--- src/rtl/digitalclock_pkg.sv ---
// Shared owner encoding, default durations and the alarm tone pattern
// for the clock's buzzer path.
package digitalclock_pkg;

  typedef enum logic [1:0] {
    ST_IDLE  = 2'd0,
    ST_KEY   = 2'd1,
    ST_CHIME = 2'd2,
    ST_ALARM = 2'd3
  } owner_e;

  localparam int unsigned KEY_MS_DEF          = 20;
  localparam int unsigned CHIME_SHORT_MS_DEF  = 100;
  localparam int unsigned CHIME_LONG_MS_DEF   = 500;
  localparam int unsigned ALARM_TIMEOUT_S_DEF = 60;
  localparam int unsigned ALARM_PERIOD        = 1000;
  localparam int unsigned PHASE_W             = 10;

  function automatic int unsigned max3(input int unsigned a, input int unsigned b,
                                       input int unsigned c);
    int unsigned m;
    m = (a > b) ? a : b;
    return (m > c) ? m : c;
  endfunction

  // Four 100-cycle bursts per period; windows start on even phases so the
  // tone is high on even phases inside a window.
  function automatic logic tone_slot(input logic [PHASE_W-1:0] phase);
    logic in_win;
    in_win = (phase < PHASE_W'(100)) ||
             ((phase >= PHASE_W'(200)) && (phase < PHASE_W'(300))) ||
             ((phase >= PHASE_W'(400)) && (phase < PHASE_W'(500))) ||
             ((phase >= PHASE_W'(600)) && (phase < PHASE_W'(700)));
    return in_win && !phase[0];
  endfunction

endpackage

--- src/rtl/beep_timer.sv ---
// Loadable down-counter timing key beeps and chimes; done flags the last cycle.
module beep_timer
  import digitalclock_pkg::*;
#(
  parameter int unsigned W = 9
) (
  input  logic         clk,
  input  logic         rst_N,
  input  logic         i_load,
  input  logic [W-1:0] i_value,
  output logic [W-1:0] o_count,
  output logic         o_done_c
);

  logic [W-1:0] r_count;

  always_ff @(posedge clk or negedge rst_N) begin
    if (!rst_N) begin
      r_count <= '0;
    end else if (i_load) begin
      r_count <= i_value;
    end else if (r_count != '0) begin
      r_count <= r_count - W'(1);
    end
  end

  assign o_count  = r_count;
  assign o_done_c = (r_count == W'(1));

endmodule

--- src/rtl/buzzer_arbiter.sv ---
// Arbitrates the single buzzer between alarm, hourly chime and key beeps
// with fixed priority ALARM > CHIME > KEY.
module buzzer_arbiter
  import digitalclock_pkg::*;
#(
  parameter int unsigned KEY_MS          = KEY_MS_DEF,
  parameter int unsigned CHIME_SHORT_MS  = CHIME_SHORT_MS_DEF,
  parameter int unsigned CHIME_LONG_MS   = CHIME_LONG_MS_DEF,
  parameter int unsigned ALARM_TIMEOUT_S = ALARM_TIMEOUT_S_DEF
) (
  input  logic       clk,
  input  logic       rst_N,
  input  logic       alarm_en,
  input  logic       alarm_match,
  input  logic       chime_tick,
  input  logic       chime_long,
  input  logic       key_press,
  output logic       buzzer,
  output logic       ringing,
  output logic [1:0] owner
);

  localparam int unsigned DUR_MAX = max3(KEY_MS, CHIME_SHORT_MS, CHIME_LONG_MS);
  localparam int unsigned DW      = (DUR_MAX < 1) ? 1 : $clog2(DUR_MAX + 1);
  localparam int unsigned PW      = (ALARM_TIMEOUT_S < 1) ? 1 : $clog2(ALARM_TIMEOUT_S + 1);
  localparam logic [PW-1:0] PERIOD_LIMIT = PW'(ALARM_TIMEOUT_S);
  localparam logic [PW-1:0] LAST_PERIOD  = PW'((ALARM_TIMEOUT_S > 0) ? ALARM_TIMEOUT_S - 1 : 0);

  owner_e              r_state;
  logic                r_armed;
  logic                r_buzzer;
  logic                r_ringing;
  logic [PHASE_W-1:0]  r_phase;
  logic [PW-1:0]       r_periods;

  logic                w_alarm_start;
  logic                w_chime_req;
  logic                w_chime_load;
  logic                w_key_load;
  logic                w_load;
  logic [DW-1:0]       w_value;
  logic [DW-1:0]       w_timer_count;
  logic                w_timer_done;
  logic                w_expire;
  logic                w_period_end;
  logic                w_timeout;
  logic [PHASE_W-1:0]  w_phase_nxt;
  logic [PW-1:0]       w_periods_nxt;

  // Request decode; lower-priority loads are masked by any higher request.
  always_comb begin
    w_alarm_start = 1'b0;
    w_chime_req   = 1'b0;
    w_chime_load  = 1'b0;
    w_key_load    = 1'b0;
    w_value       = DW'(KEY_MS);

    w_alarm_start = alarm_en && alarm_match && r_armed && (r_state != ST_ALARM);
    w_chime_req   = chime_tick || chime_long;
    w_chime_load  = w_chime_req && (r_state != ST_ALARM) && !w_alarm_start;
    w_key_load    = key_press && ((r_state == ST_IDLE) || (r_state == ST_KEY)) &&
                    !w_alarm_start && !w_chime_req;
    if (chime_long) begin
      w_value = DW'(CHIME_LONG_MS);
    end else if (chime_tick) begin
      w_value = DW'(CHIME_SHORT_MS);
    end
  end

  assign w_load   = w_chime_load || w_key_load;
  // A zero-length load leaves the count at 0, which must also end the beep.
  assign w_expire = w_timer_done || (w_timer_count == '0);

  beep_timer #(
    .W (DW)
  ) u_beep_timer (
    .clk      (clk),
    .rst_N    (rst_N),
    .i_load   (w_load),
    .i_value  (w_value),
    .o_count  (w_timer_count),
    .o_done_c (w_timer_done)
  );

  // Alarm pattern phase and saturating completed-period count.
  always_comb begin
    w_period_end  = (r_phase == PHASE_W'(ALARM_PERIOD - 1));
    w_phase_nxt   = w_period_end ? '0 : r_phase + PHASE_W'(1);
    w_periods_nxt = r_periods;
    if (w_period_end && (r_periods != PERIOD_LIMIT)) begin
      w_periods_nxt = r_periods + PW'(1);
    end
    w_timeout     = w_period_end && (r_periods >= LAST_PERIOD);
  end

  always_ff @(posedge clk or negedge rst_N) begin
    if (!rst_N) begin
      r_state   <= ST_IDLE;
      r_armed   <= 1'b1;
      r_buzzer  <= 1'b0;
      r_ringing <= 1'b0;
      r_phase   <= '0;
      r_periods <= '0;
    end else begin
      r_phase   <= '0;
      r_periods <= '0;
      if (!alarm_match) begin
        r_armed <= 1'b1;
      end
      case (r_state)
        ST_ALARM: begin
          if (!alarm_en) begin
            r_state   <= ST_IDLE;
            r_buzzer  <= 1'b0;
            r_ringing <= 1'b0;
          end else if (key_press || w_timeout) begin
            r_state   <= ST_IDLE;
            r_buzzer  <= 1'b0;
            r_ringing <= 1'b0;
            r_armed   <= 1'b0;
          end else begin
            r_phase   <= w_phase_nxt;
            r_periods <= w_periods_nxt;
            r_buzzer  <= tone_slot(w_phase_nxt);
          end
        end
        default: begin
          if (w_alarm_start) begin
            r_state   <= ST_ALARM;
            r_ringing <= 1'b1;
            r_buzzer  <= 1'b1;
          end else if (w_chime_load) begin
            r_state  <= ST_CHIME;
            r_buzzer <= 1'b1;
          end else if (w_key_load) begin
            r_state  <= ST_KEY;
            r_buzzer <= 1'b1;
          end else if ((r_state != ST_IDLE) && !w_expire) begin
            r_buzzer <= ~r_buzzer;
          end else begin
            r_state  <= ST_IDLE;
            r_buzzer <= 1'b0;
          end
        end
      endcase
    end
  end

  assign buzzer  = r_buzzer;
  assign ringing = r_ringing;
  assign owner   = r_state;

endmodule
--- config.mk ---
export PLATFORM = sky130hd
export DESIGN_NAME = buzzer_arbiter
export DESIGN_NICKNAME = d
export VERILOG_FILES = /design/src/rtl/digitalclock_pkg.sv /design/src/rtl/beep_timer.sv /design/src/rtl/buzzer_arbiter.sv
export SDC_FILE = /design/constraint.sdc
export NUM_CORES = 1
export LEC_CHECK = 0
export ABC_AREA = 1
export BUFFER_PORTS_ARGS = -buffer_cell sky130_fd_sc_hd__buf_4
export CAP_MARGIN = 20
export CORE_MARGIN = 2
export CORE_UTILIZATION = 60
export CTS_CLUSTER_SIZE = 10
export DETAILED_ROUTE_END_ITERATION = 12
export MAX_ROUTING_LAYER = met4
export PLACE_DENSITY = 0.89
export SYNTH_ARGS = -nofsm -noshare
export SYNTH_HDL_FRONTEND = slang
export SYNTH_SLANG_ARGS = --single-unit
--- constraint.sdc ---
create_clock -name clk -period 1.9 [get_ports clk]
set_input_delay 0.38 -clock clk [delete_from_list [all_inputs] [get_ports clk]]
set_output_delay 0.38 -clock clk [all_outputs]
set_load 0.02 [all_outputs]
==> results.cfg <==
[final_layout]
nNetsFinal = 298
fin_util_pct = 72.7
area_growth_pct = 15.3
n_antenna_cell = 0
drive_above_1_share_pct = 16.7

[floorplanning]
start_util_pct = 63.1
num_rows = 20
die_area_mm2 = 0.00365
die_h_um = 60.4
die_w_um = 60.4
core_area_mm2 = 0.00303
io_pins = 11

[synthesis]
synth_edf_count = 0
synth_top_cell_by_area = dfrtp_1
yosysWarnings = 0
async_flop_share_pct = 100
netlist_area_mm2 = 0.00191
synth_ff_type = dfrtp_1
synthTopCellsByArea = dfrtp_1 (38%), nand2_1 (13%), nor2_1 (8.1%)
yosys.area.top_type_share_pct = 38.0
syn_inst = 264
syn_avg_cell_area_um2 = 7.23
synth_cell_type_count = 31
syn_nets = 276
synth_seq_cells = 30
yosysSeqAreaShare_pct = 39.4

[power]
ir_worst_vdd_v = 0.000836
p_seq_share_pct = 45.4
combPwrFrac_pct = 31.0
power.total_w = 0.00200
p_per_area_mw_per_mm2 = 910
leakage_nw = 1.01
sw_frac_of_total_pct = 37.4
pwr-share-clk_pct = 23.6
power.net_switching_w = 0.000749
p_int_w = 0.00125

[sta]
max-slew-margin-rel_pct = 74.7
period_share_pct = 93.5
setup_violations = 0
fmax_mhz = 563
slew_viol_final = 0
finalClockSkew_ns = 0.00766
fin_crit_ns = 1.78
worst_pin_slew_ns = 0.375
final_hold_viol_count = 0

[global_route]
grt_pass1_wl_mm = 7.69
grt_start_max_net_pins = 31
antenna_found_initial = 0
overflow = 0
grt_pass1_vias = 1744
grt_use_total_pct = 30.0

[critical_path]
cpMaxStageDelayCell = dfrtp_1
worstPathArrival_ns = 2.02
cpPeakStageDelay_ns = 0.42
r2r_cells = 9
path_delay_family = simple AND/OR/NAND/NOR gates
crit_type = reg2reg
end_kind = flip-flop
worst_ep_required_time_ns = 2.14
r2r-start = r_phase[1]
crit_start = r_phase[1]
critical_path_buf_inv_count = 1
cp.depth = 9
path_cells = ha_2, nand2_4, nor2_4, nand3_4, inv_2, a21oi_4, nand3_2, a41oi_1, nor2_1
critPathLaunchType = flip-flop
r2r_slack_ns = 0.12
worstReg2RegEnd = r_periods[5]
cp_max_fo = 7

[drt]
firstDrtPassIters = 5
routedWlPerCell_um = 13.6
drc_errors = 0
num_vias = 1824
ant_nets = 0
routed_wl_mm = 4.49
detail_route.iter0.violations = 107
avgViaCountPerCell = 5.51

[clock_tree]
path_clk_slew_ns = 0.10
clock_path_buffers = 2
cts_root_buffer = clkbuf_4
cts_tree = done
clock-sinks = 30
numCtsBuffers = 5
cts-htree-levels = 2
clock_latency_ns = 0.33

[worst_hold_path]
hold_path_class = in2reg
hold_depth = 2
whs_endpoint = r_armed
min-delay-start = alarm_match

[placed_design]
place_hpwl_mm = 3.04
place_congestion = 0.961
port_buffers = 10

[job]
maxCapViolations = 0

[status]
status = completed
-- cells in the mapped netlist, types with 2 or more instances --
library cell  count
nand2_2           3
xnor2_1           2
nor2_1           41
nand2_1          67
nor2_2            3
o21bai_1          2
xor2_1            3
nand3_1          15
inv_1            37
nor4_1            2
nand4_1           3
ha_1              5
dfrtp_1          29
o21ai_0          13
a21oi_1          10
nor3_1           11
nand3_2           3
nand3b_1          2
-- cells in the final DEF, fill, tap and decap left out, types with 2 or more instances in the layout --
cell type and instances:
xor2_1 2, nor2_2 3, o21ai_0 13, nand2_2 3, nor4_1 2, dfrtp_1 28
ha_1 4, nand4_1 3, a21oi_1 10, nor2_4 3, nor2_1 39, buf_4 15
clkbuf_8 3, o21bai_1 2, nand2_4 3, inv_1 37, clkbuf_4 5, nor3_1 10
xnor2_1 2, nand3_2 3, nand3b_1 2, nand2_1 65, nand3_1 15
-- registers in the layout (all words and copies together), names as in the netlist --
| register | cells |
|---|---|
| u_beep_timer.o_count | 9 |
| r_periods | 6 |
| owner | 2 |
| ringing | 1 |
| buzzer | 1 |
| r_armed | 1 |
| r_phase | 10 |
-- power by group through the flow --
stage | Clock [W] | Combinational [W] | Sequential [W]
5_1_grt | 0.000509 | 0.000691 | 0.000927
3_5_place_dp | 0 | 0.000569 | 0.000899
2_1_floorplan | 0 | 0.000343 | 0.000919
6_report | 0.000474 | 0.000621 | 0.000909
3_3_place_gp | 0 | 0.000543 | 0.000893
4_1_cts | 0.000473 | 0.000595 | 0.000896
-- area by class of cell --
cell class,instances,area (µm²)
Multi-Input combinational cell,195,1050
Fill cell,239,827
Sequential cell,30,753
Inverter,38,143
Timing Repair Buffer,16,123
Clock buffer,8,78.8
Tap cell,44,55.1
-- worst register-to-register path: stages, from the launching register on --
cell	delay (ns)
dfrtp_1	0.42
ha_2	0.21
nand2_4	0.12
nor2_4	0.06
nand3_4	0.11
inv_2	0.08
a21oi_4	0.22
nand3_2	0.19
a41oi_1	0.21
nor2_1	0.06
-- per-layer routing --
layer	part of all wire, %	up-vias	track usage, %
li1	-	886	-
met1	40	846	35.0
met2	51	79	49.8
met3	5.9	13	8.53
met4	2.5	0	10.6
met5	0	-	-
-- logic make-up (layout without fill, tap and decap cells) --
group	count (synthesis)	in the layout	synth area share (%)
flops	30	30	39.4
buf+inv	39	62	8.06
simple gates	154	154	36.8
compound gates	31	31	10.2
fa+ha+maj	5	5	3.28
xor+xnor	5	5	2.29
-- through the flow --
stage | setup slack (ns) | hold slack, ns | instances | area [µm²] | TNS [ns]
after floorplan | 0.259 | 0.0844 | 264 | 1910 | 0
after global placement | 0.131 | 0.323 | 321 | 2060 | 0
final | 0.123 | 0.201 | 331 | 2200 | 0
after CTS | 0.0894 | 0.179 | 330 | 2150 | 0
after detailed placement | 0.0615 | 0.325 | 321 | 2060 | 0
after global routing | -0.000447 | 0.181 | 331 | 2200 | -0.000447
-- worst max path at each step --
stage / to / slack, ns
floorplan: r_periods[0] / 0.26
global placement: r_periods[5] / 0.13
detailed placement: r_phase[2] / 0.06
CTS: owner[1] / 0.09
global route: buzzer / -0.0004
finish: r_periods[5] / 0.12
-- repair_timing --
action / CTS / global route
hold endpoints to repair: 29 / 0
endpoints found under the setup margin: 1 / 10
hold buffers: 1 / 0
setup buffers: 0 / 1
pin swaps: 0 / 1
resized for setup: 1 / 11
No activity file was read; power rests on OpenSTA's default activity.
